==> src/rtl/wb_retire_arbiter_pkg.sv <==
// Shared opcode/aluop encodings, architectural register numbers and the writeback
// decode used by the retire arbiter.
package wb_retire_arbiter_pkg;

  localparam logic [4:0] OP_RTYPE = 5'b00000;
  localparam logic [4:0] OP_ADDI  = 5'b00101;
  localparam logic [4:0] OP_LW    = 5'b01000;
  localparam logic [4:0] OP_JAL   = 5'b00011;
  localparam logic [4:0] OP_SETX  = 5'b10101;
  localparam logic [4:0] ALU_MUL  = 5'b00110;
  localparam logic [4:0] ALU_DIV  = 5'b00111;

  localparam logic [4:0] R_RA     = 5'd31;
  localparam logic [4:0] R_STATUS = 5'd30;

  typedef enum logic [1:0] {
    SRC_ALU  = 2'd0,
    SRC_MEM  = 2'd1,
    SRC_SETX = 2'd2
  } wb_src_e;

  typedef struct packed {
    logic    we;
    logic [4:0] rd;
    wb_src_e src;
  } wb_dec_t;

  // mul/div leave the pipeline without a write; their result arrives later via the queue.
  function automatic wb_dec_t wb_decode(input logic [31:0] ir);
    wb_dec_t d;
    d.we  = 1'b0;
    d.rd  = ir[26:22];
    d.src = SRC_ALU;
    case (ir[31:27])
      OP_RTYPE: d.we = !((ir[6:2] == ALU_MUL) || (ir[6:2] == ALU_DIV));
      OP_ADDI:  d.we = 1'b1;
      OP_LW: begin
        d.we  = 1'b1;
        d.src = SRC_MEM;
      end
      OP_JAL: begin
        d.we = 1'b1;
        d.rd = R_RA;
      end
      OP_SETX: begin
        d.we  = 1'b1;
        d.rd  = R_STATUS;
        d.src = SRC_SETX;
      end
      default: d.we = 1'b0;
    endcase
    if (d.rd == 5'd0) d.we = 1'b0;
    return d;
  endfunction

endpackage

==> src/rtl/wb_retire_arbiter_md_result_fifo.sv <==
// In-order queue of late multdiv results ({rd, result}) with a registered one-hot
// mask of destination registers that are still waiting to retire.
module wb_retire_arbiter_md_result_fifo #(
  parameter int DEPTH = 2
) (
  input  logic        clock,
  input  logic        reset,
  input  logic        push,
  input  logic [4:0]  push_rd,
  input  logic [31:0] push_data,
  input  logic        pop,
  output logic        ready,
  output logic        empty,
  output logic [4:0]  head_rd,
  output logic [31:0] head_data,
  output logic [31:0] pending_mask
);

  localparam int AW = $clog2(DEPTH);
  localparam int CW = AW + 1;

  logic [4:0]    mem_rd   [DEPTH];
  logic [31:0]   mem_data [DEPTH];
  logic [AW-1:0] head, tail, head_next;
  logic [CW-1:0] count, count_next;
  logic          push_en, pop_en;
  logic [31:0]   mask_next;
  logic [4:0]    slot_rd;
  logic [AW-1:0] offset;

  assign ready     = (count < CW'(DEPTH));
  assign empty     = (count == '0);
  assign head_rd   = mem_rd[head];
  assign head_data = mem_data[head];

  // An rd of zero is acknowledged but never stored.
  assign push_en    = push && ready && (push_rd != 5'd0);
  assign pop_en     = pop && !empty;
  assign head_next  = head + AW'(pop_en);
  assign count_next = count + CW'(push_en) - CW'(pop_en);

  // Rebuild the mask from the post-update contents so duplicate rds stay exact.
  always_comb begin
    mask_next = '0;
    slot_rd   = '0;
    offset    = '0;
    for (int i = 0; i < DEPTH; i++) begin
      slot_rd = (push_en && (tail == AW'(i))) ? push_rd : mem_rd[i];
      offset  = AW'(i) - head_next;
      if ({1'b0, offset} < count_next) mask_next[slot_rd] = 1'b1;
    end
  end

  always_ff @(posedge clock) begin
    if (push_en) begin
      mem_rd[tail]   <= push_rd;
      mem_data[tail] <= push_data;
    end
  end

  always_ff @(posedge clock or negedge reset) begin
    if (!reset) begin
      head         <= '0;
      tail         <= '0;
      count        <= '0;
      pending_mask <= '0;
    end else begin
      head         <= head_next;
      tail         <= tail + AW'(push_en);
      count        <= count_next;
      pending_mask <= mask_next;
    end
  end

endmodule

==> src/rtl/wb_retire_arbiter.sv <==
// Writeback stage: decodes the retiring MEM/WB instruction and shares the single
// regfile write port with queued multdiv results, stalling MEM/WB when the queue starves.
module wb_retire_arbiter
  import wb_retire_arbiter_pkg::*;
#(
  parameter int MD_DEPTH     = 2,
  parameter int STARVE_LIMIT = 4
) (
  input  logic        clock,
  input  logic        reset,
  input  logic [31:0] mw_aluout,
  input  logic [31:0] mw_dataout,
  input  logic [31:0] mw_irout,
  input  logic        md_valid,
  input  logic [31:0] md_result,
  input  logic [4:0]  md_rd,
  output logic        md_ready,
  output logic        ctrl_writeEnable,
  output logic [4:0]  ctrl_writeReg,
  output logic [31:0] data_writeReg,
  output logic        wb_stall,
  output logic [31:0] pending_mask
);

  localparam int SW = $clog2(STARVE_LIMIT) + 1;

  wb_dec_t       dec;
  logic [31:0]   pipe_data;
  logic          fifo_empty, fifo_pop;
  logic [4:0]    head_rd;
  logic [31:0]   head_data;
  logic [SW-1:0] starve_cnt;
  logic          write_en;

  // md_valid/md_ready: a result transfers on a cycle where both are high; the
  // producer holds md_rd/md_result stable until then.
  wb_retire_arbiter_md_result_fifo #(
    .DEPTH(MD_DEPTH)
  ) u_fifo (
    .clock        (clock),
    .reset        (reset),
    .push         (md_valid),
    .push_rd      (md_rd),
    .push_data    (md_result),
    .pop          (fifo_pop),
    .ready        (md_ready),
    .empty        (fifo_empty),
    .head_rd      (head_rd),
    .head_data    (head_data),
    .pending_mask (pending_mask)
  );

  always_comb begin
    dec = wb_decode(mw_irout);
    case (dec.src)
      SRC_MEM:  pipe_data = mw_dataout;
      SRC_SETX: pipe_data = {5'b0, mw_irout[26:0]};
      default:  pipe_data = mw_aluout;
    endcase
  end

  // A stall cycle belongs to the queue; otherwise the pipeline has priority.
  assign fifo_pop = !fifo_empty && (wb_stall || !dec.we);

  always_comb begin
    write_en      = 1'b0;
    ctrl_writeReg = '0;
    data_writeReg = '0;
    if (wb_stall) begin
      write_en      = !fifo_empty;
      ctrl_writeReg = head_rd;
      data_writeReg = head_data;
    end else if (dec.we) begin
      write_en      = 1'b1;
      ctrl_writeReg = dec.rd;
      data_writeReg = pipe_data;
    end else if (!fifo_empty) begin
      write_en      = 1'b1;
      ctrl_writeReg = head_rd;
      data_writeReg = head_data;
    end
  end

  assign ctrl_writeEnable = write_en && reset;

  // The stall cycle always pops, which clears the counter, so stalls never repeat back to back.
  always_ff @(posedge clock or negedge reset) begin
    if (!reset) begin
      starve_cnt <= '0;
      wb_stall   <= 1'b0;
    end else begin
      if (fifo_empty || fifo_pop) starve_cnt <= '0;
      else                        starve_cnt <= starve_cnt + SW'(1);
      wb_stall <= !fifo_empty && !fifo_pop && (starve_cnt == SW'(STARVE_LIMIT - 1));
    end
  end

endmodule

==> config.mk <==
export PLATFORM = sky130hd
export DESIGN_NAME = wb_retire_arbiter
export DESIGN_NICKNAME = d
export VERILOG_FILES = /design/src/rtl/wb_retire_arbiter_pkg.sv /design/src/rtl/wb_retire_arbiter_md_result_fifo.sv /design/src/rtl/wb_retire_arbiter.sv
export SDC_FILE = /design/constraint.sdc
export NUM_CORES = 1
export LEC_CHECK = 0
export BUFFER_PORTS_ARGS = -buffer_cell sky130_fd_sc_hd__buf_2
export CAP_MARGIN = 20
export CORE_AREA = 2 2 116 118
export CTS_CLUSTER_DIAMETER = 40
export CTS_CLUSTER_SIZE = 12
export DETAILED_ROUTE_END_ITERATION = 10
export DIE_AREA = 0 0 118 120
export MAX_ROUTING_LAYER = met4
export PLACE_DENSITY = 0.69
export SKIP_CTS_REPAIR_TIMING = 1
export SLEW_MARGIN = 20
export SYNTH_ARGS = -nofsm -noshare
export SYNTH_HDL_FRONTEND = slang
export SYNTH_SLANG_ARGS = --single-unit
==> constraint.sdc <==
create_clock -name clock -period 4 [get_ports clock]
set_clock_uncertainty 0.1 [all_clocks]
set_input_delay 0.8 -clock clock [delete_from_list [all_inputs] [get_ports clock]]
set_output_delay 0.8 -clock clock [all_outputs]
set_load 0.03 [all_outputs]
Yosys cells after proc, flatten, opt, wreduce, memory -nomap -nowiden --
Memory sizes are Yosys's and may differ from the RTL's. Cells that the tools add are included.
Storage, ports and cells: register bits 40, memory bits (writable) 74, bits of input ports 136, output and inout port bits 72, logic and storage cells 81, memories kept 2
Operators by class: add/subtract/negate cells 7, magnitude comparators 7, equality and inequality tests 9, muxes and demuxes 25, bitwise logic cells 2, reduce and logical (&&, ||, !) cells 23
Memories:
- u_fifo.mem_data | words 2, bits a word 32, read ports 1, clocked after memory_dff 0, write ports 1, RTL line wb_retire_arbiter_md_result_fifo.sv:23 | logic [31:0] mem_data [DEPTH];
- u_fifo.mem_rd | words 2, bits a word 5, read ports 3, clocked after memory_dff 0, write ports 1, RTL line wb_retire_arbiter_md_result_fifo.sv:22 | logic [4:0] mem_rd [DEPTH];
Operators with widths (number):
- $mux W32 | 5
- $pmux W32 S2 | 1
- $or A32 B32 Y32 | 1
- $mux W5 | 5
- $eq A5 B3 Y1 const B | 3
- $lt A5 B6 Y1 const B | 2
- $logic_and A1 B1 Y1 | 11
- $demux W1 S5 | 2
- $ge A5 B1 Y1 const B | 2
- $logic_not A5 Y1 | 2
- $pmux W5 S2 | 1
- $mux W1 | 8
- $eq A5 B2 Y1 const B | 1
- $eq A5 B4 Y1 const B | 1
- $eq A5 B5 Y1 const B | 1
- $reduce_bool A5 Y1 | 1
- $logic_not A1 Y1 | 4
- $lt A1 B2 Y1 | 2
- $pmux W2 S2 | 1
- $reduce_or A4 Y1 | 1
- $add A3 B1 Y3 const B | 1
- $eq A3 B2 Y1 const B | 1
- $logic_or A1 B1 Y1 | 3
- $mux W3 | 1
- 10 further kinds | 12

Depth between registers and ports, before layout --
word-level depth 15, mapped depth 13, depth with buffers taken out 13

Hierarchy --
From an unflattened synthesis, not the netlist that was laid out.
Second synthesis, totals: cell total of the unflattened synthesis 416, area, all modules 5614.1 um^2
By module, submodules not included:
- wb_retire_arbiter_md_result_fifo | times used 1, cells each 263, area each 4434.3 um^2, sequential area each 3123.0 um^2
- wb_retire_arbiter | times used 1, cells each 153, area each 1179.9 um^2, sequential area each 100.1 um^2

Least setup slack after synthesis --
Ideal clock, no wire load.
kind in2reg, from input mw_irout[27], to register u_fifo.pending_mask[21], setup time 0.152 ns, arrival time 3.533 ns, required time 3.748 ns, slack 0.215 ns, stages on the path 13, path buffers 0, cell sequence or4b_1 -> a211oi_1 -> nor3_1 -> nor2_1 -> nor2_1 -> ha_1 -> inv_1 -> ha_1 -> xnor2_1 -> xnor2_1 -> o31ai_2 -> o211ai_1 -> o22ai_1
Between the ends: longest elaborated chain between the ends 14
RTL lines:
- start, declared | RTL line wb_retire_arbiter.sv:13 | input logic [31:0] mw_irout,
- $eq A5 B5 Y1 (tied with other cells) | RTL line wb_retire_arbiter_pkg.sv:34 | case (ir[31:27])
- $pmux W5 S2 / $reduce_or A4 Y1 (equally long branches)
- $logic_not A5 Y1 / $pmux W1 S2 (equally long branches) | RTL line wb_retire_arbiter_pkg.sv:52, wb_retire_arbiter_pkg.sv:34
- $mux W1 * | RTL line wb_retire_arbiter_pkg.sv:52 | if (d.rd == 5'd0) d.we = 1'b0;
- $logic_not A1 Y1 * | RTL line wb_retire_arbiter.sv:63 | assign fifo_pop = !fifo_empty && (wb_stall || !dec.we);
- $logic_or A1 B1 Y1 * | RTL line wb_retire_arbiter.sv:63
- $logic_and A1 B1 Y1 * | RTL line wb_retire_arbiter.sv:63
- $logic_and A1 B1 Y1 * | RTL line wb_retire_arbiter_md_result_fifo.sv:38 | assign pop_en = pop && !empty;
- $add A1 B1 Y1 | RTL line wb_retire_arbiter_md_result_fifo.sv:39 | assign head_next = head + AW'(pop_en);
- $sub A1 B1 Y1 | RTL line wb_retire_arbiter_md_result_fifo.sv:49 | offset = AW'(i) - head_next;
- $lt A1 B2 Y1 | RTL line wb_retire_arbiter_md_result_fifo.sv:50 | if ({1'b0, offset} < count_next) mask_next[slot_rd] = 1'b1;
- $mux W32 | RTL line wb_retire_arbiter_md_result_fifo.sv:50
- $or A32 B32 Y32 (no source line)
- $mux W32 * | RTL line wb_retire_arbiter_md_result_fifo.sv:50
- via u_fifo.mask_next[21] | RTL line wb_retire_arbiter_md_result_fifo.sv:27 | logic [31:0] mask_next;
- end signal, assigned | RTL line wb_retire_arbiter_md_result_fifo.sv:71 | pending_mask <= mask_next;
- end, declared | RTL line wb_retire_arbiter_md_result_fifo.sv:16 | output logic [31:0] pending_mask
Mark *: on every way through the listed nets, which the timed path passes. The rest lies on a longest branch.

Worst setup path in the final report --
from input mw_irout[27], to output ctrl_writeReg[1]
Between the ends: longest elaborated chain between the ends 6
RTL lines:
- $eq A5 B5 Y1 (tied with other cells) | RTL line wb_retire_arbiter_pkg.sv:34
- $pmux W5 S2 / $reduce_or A4 Y1 (equally long branches)
- $logic_not A5 Y1 / $pmux W1 S2 (equally long branches) | RTL line wb_retire_arbiter_pkg.sv:52, wb_retire_arbiter_pkg.sv:34
- $mux W1 | RTL line wb_retire_arbiter_pkg.sv:52
- $mux W5 * | RTL line wb_retire_arbiter.sv:73 | end else if (dec.we) begin
- $mux W5 * | RTL line wb_retire_arbiter.sv:69 | if (wb_stall) begin
- end, declared | RTL line wb_retire_arbiter.sv:19 | output logic [4:0] ctrl_writeReg,
Every way passes the cells marked *; elsewhere a longest branch is shown, timed or not.

==> metrics list <==
* Run status: complete, no violations
- Counting along the longest clock path gives a buffer depth of 2.
* Share of layout cells above drive strength 1: 0.428
- Total Power Consumption: ~5600 uW
- Slew headroom: 0.413
* Fraction of synthesis flops using an asynchronous set or reset pin: 0.351
- Die W: 118 um
- At the end of the flow, the number of nets in the layout was around 800.
- Setup slack on the worst reg-to-reg path comes out at between 0.6 and 0.7 ns.
* CTS root buffer: sky130_fd_sc_hd__clkbuf_16
* TritonCTS clock tree: built
- Counting flops with a built-in enable in the synthesized netlist gives 74.
- For the worst flop-to-flop path, the logic depth is 11.
- STA classifies the critical path startpoint as a primary input.
- Top_reg_cell synth: sky130_fd_sc_hd__edfxtp_1
* Classification of the worst-slack hold path: reg -> reg
- Count of placed standard cells in the final layout, fillers left out: 868
- Combinational Power Share: 0.428
* Global Route met3 Usage: 0.0490
- Effective utilization at floorplan: 0.418
- Counting the buffers created by CTS gives 17.
* Post-synthesis cell area: approximately 5400 sq um
- I/O pin count: around 210
- Synthesized-area fraction occupied by and/or/nand/nor cells: 0.0560
* Share of synthesized area spent on multiplexers: 0.0760
- All-layer global routing usage: 0.233
* Core footprint: 13000 sq um
- Post-synth top area cell: sky130_fd_sc_hd__edfxtp_1
- Counting every net in the synthesized netlist gives between 500 and 600.
- Entering global routing, the biggest net connects 41 pins.
* Worst VDD drop: 0.389 mV
- Grt peak-use layer: met2
- # clock sinks: between 100 and 150
* Critical path fanouts, max: 13
- For this design the static power due to leakage is around 0.0035 uW.
* Cell count after placement: 827
* Total via count after detailed routing: 4978
- The worst register-to-register path begins at wb_stall.
- Worst-margin pin slew: 0.881 ns
- Capture point of the worst reg-to-reg path: u_fifo.pending_mask[14]
* Routability-driven placement congestion ratio: 0.937
* Detailed placement HPWL: between 10 and 15 mm
* Global routing met2 resource utilization: 0.366
- DR WL/cell: 19.4 um
- In this run the core area contains 42 standard-cell rows.
* Number of design rule violations left after detail routing: 0
- Critical path destination: ctrl_writeReg[1]
- Final critical-path share of the clock period: 0.978
- Across all setup checks in the final design, the least slack found is 0.0884 ns.
- Fraction of the mapped netlist area in adder cells: 0.0138
* Wire length of the first global-routing pass: around 25 mm
* Gate count after technology mapping: 438
* Ranking of synthesized cells by instance count: sky130_fd_sc_hd__edfxtp_1 (74), sky130_fd_sc_hd__o22ai_1 (68), sky130_fd_sc_hd__dfrtp_1 (40), sky130_fd_sc_hd__mux2i_1 (39), sky130_fd_sc_hd__a21oi_1 (28)
* Number of port buffers: 207
* Final core utilization: 0.587
* Number of antenna violations at the first check in global routing: 0
* Arrival time reported for the critical path endpoint: 3.01 ns
* Area fraction of the dominant cell type after synthesis: 0.409
- Clock latency on the worst-skew pair: slightly above 0.4 ns
- The die covers 14200 sq um.
- In this run the power density over the cells is between 700 and 800 nW/um^2.
- After clock tree synthesis, the clock-pin slew on the worst setup and hold paths is 0.05 ns.
* Flop and latch count out of synthesis: about 110
* XOR/XNOR share of the synthesized area: 0.00484
- Syn avg cell area: 12.4 sq um
- Detail Route Antenna Nets: 0
- Of the total power, the clock network draws 0.275.
* Switching component of the power: between 2000 and 2500 uW
* Number of diodes: 0
* Critical Path Start: mw_irout[27]
- The number of global-route vias before repair came to ~4800.
- The count of pins over their slew limit is 0.
- Multi-input combinational cell area: 2070 sq um
- For this run, the number of Yosys warnings is 0.
- Prior to clock tree synthesis, the placed netlist has a worst setup slack of -0.187 ns.
* Drt total wl: 16.9 mm
- Synth top area cells: sky130_fd_sc_hd__edfxtp_1 (41%), sky130_fd_sc_hd__dfrtp_1 (18%), sky130_fd_sc_hd__o22ai_1 (7.8%), sky130_fd_sc_hd__mux2i_1 (7.2%), sky130_fd_sc_hd__a22o_1 (4.4%)
- Among all cell types in the netlist, the one instantiated most often is sky130_fd_sc_hd__edfxtp_1.
- Yosys mapped the design onto 43 distinct sky130hd cell types.
- The critical path is of the in -> out type.
- Setup violations remaining at the end of the flow were counted as 0.
- In this run, the number of DRC markers left after iteration 0 of detailed routing was 432.
- GRT Residual Overflow: 0
- Internal Dissipation: approximately 3400 uW
- The share of the Yosys chip area taken by registers is 0.593.
* Die height: 120 um
- CTS H-tree lvls: 4
- Final-layout fill cell count: 1099
* Fin Hold WS: 0.330 ns
- Based on the critical path, the design can be clocked at up to 256 MHz.
- In the routed layout, each cell is associated on average with a via count of between 5 and 6.
- The final count of hold timing violations is 0.
- Worst Setup End Kind: output pin
- Across the whole layout, storage elements account for 3220 sq um.
- The complex-gate fraction of the synthesized area was 0.219.
* Proportion of total power due to net switching: 0.390
- The first detailed-routing pass ran for 5 iterations.
- Of the total power, registers draw 0.297.
- Max-cap violations in this run came to 0.
- Tmin final: approximately 3.9 ns
* Met1 track utilization from global routing: 0.297
- Compared with the post-synthesis result, the final layout area differs by 40.2%.
- Largest family of logic cells by synthesized area: compound AO/OA/AOI/OAI gates
* Worst EP required: 3.10 ns
## layout by cell type, fill, tap and decap left out, types with 3 or more instances in the layout
| cell type | instances |
|---|---|
| sky130_fd_sc_hd__clkinv_2 | 4 |
| sky130_fd_sc_hd__ha_1 | 4 |
| sky130_fd_sc_hd__buf_2 | 203 |
| sky130_fd_sc_hd__bufinv_16 | 4 |
| sky130_fd_sc_hd__a22o_1 | 27 |
| sky130_fd_sc_hd__o22ai_1 | 66 |
| sky130_fd_sc_hd__nor3b_1 | 5 |
| sky130_fd_sc_hd__nor2_1 | 18 |
| sky130_fd_sc_hd__clkbuf_16 | 19 |
| sky130_fd_sc_hd__a22oi_1 | 5 |
| sky130_fd_sc_hd__a21oi_1 | 28 |
| sky130_fd_sc_hd__mux2i_1 | 39 |
| sky130_fd_sc_hd__clkinv_1 | 3 |
| sky130_fd_sc_hd__dfrtp_1 | 39 |
| sky130_fd_sc_hd__a31oi_1 | 8 |
| sky130_fd_sc_hd__o211ai_1 | 16 |
| sky130_fd_sc_hd__o32ai_1 | 3 |
| sky130_fd_sc_hd__edfxtp_1 | 74 |
| sky130_fd_sc_hd__nand2_1 | 9 |
| sky130_fd_sc_hd__nor3_1 | 5 |
| sky130_fd_sc_hd__a32oi_1 | 3 |
| sky130_fd_sc_hd__buf_12 | 3 |
| sky130_fd_sc_hd__inv_1 | 22 |
| sky130_fd_sc_hd__buf_4 | 35 |
## state kept, by name (all words and copies together) (netlist names)
name,cells
starve_cnt,3
u_fifo.count,2
u_fifo.head,1
u_fifo.mem_data,64
u_fifo.mem_rd,10
u_fifo.pending_mask,32
u_fifo.tail,1
wb_stall,1
## stage by stage
step / setup TNS, ns / cell area (sq um)
final: 0 / 7620
after global routing: -0.0450 / 7620
after CTS: 0 / 7430
after detailed placement: -4.34 / 6830
after global placement: -1.06 / 6830
after floorplan: 0 / 5430
## routing by layer
metal	routed length [um]	vias up	part of all wire
met5	0	-	0
met4	408	0	0.024
met3	1120	30	0.066
met2	8400	252	0.50
met1	6950	2434	0.41
li1	-	2262	-
## how the worst min path moves through the flow
stage	cells past startpoint	slack [ns]	start	end
floorplan	1	0.31	starve_cnt[0]	starve_cnt[0]
global placement	1	0.32	starve_cnt[0]	starve_cnt[0]
detailed placement	1	0.33	starve_cnt[0]	starve_cnt[0]
CTS	1	0.33	starve_cnt[0]	starve_cnt[0]
global route	1	0.35	starve_cnt[0]	starve_cnt[0]
finish	1	0.33	starve_cnt[0]	starve_cnt[0]
## kinds of logic after synthesis
family / Yosys count
xor+xnor: 3
fa+ha+maj: 6
compound gates: 171
simple gates: 57
mux: 41
flops: 114
buf+inv: 46
## worst max-delay path: stages
cell,delay [ns]
sky130_fd_sc_hd__buf_2,0.11
sky130_fd_sc_hd__or4b_1,0.54
sky130_fd_sc_hd__a211oi_2,0.28
sky130_fd_sc_hd__nor3_2,0.10
sky130_fd_sc_hd__buf_6,0.16
sky130_fd_sc_hd__or2_4,0.27
sky130_fd_sc_hd__a21oi_4,0.15
sky130_fd_sc_hd__buf_12,0.14
sky130_fd_sc_hd__buf_8,0.14
sky130_fd_sc_hd__o22ai_1,0.12
sky130_fd_sc_hd__buf_2,0.19
## layout make-up
cell class	instances	area share
inverter	22	0.0108
clock buffer	19	0.0568
tap	176	0.0289
clock inverter	13	0.0218
sequential	114	0.423
timing repair buffer	246	0.187
multi-input combinational	278	0.272
## power by group through the flow
stage / logic, uW / registers, uW / clock network (uW)
3_5_place_dp: 2190 / 1670 / 0
4_1_cts: 2200 / 1650 / 1550
5_1_grt: 2520 / 1670 / 1610
2_1_floorplan: 1420 / 1710 / 0
6_report: 2380 / 1650 / 1530
3_3_place_gp: 2170 / 1660 / 0
No activity file was read; power rests on OpenSTA's default activity.
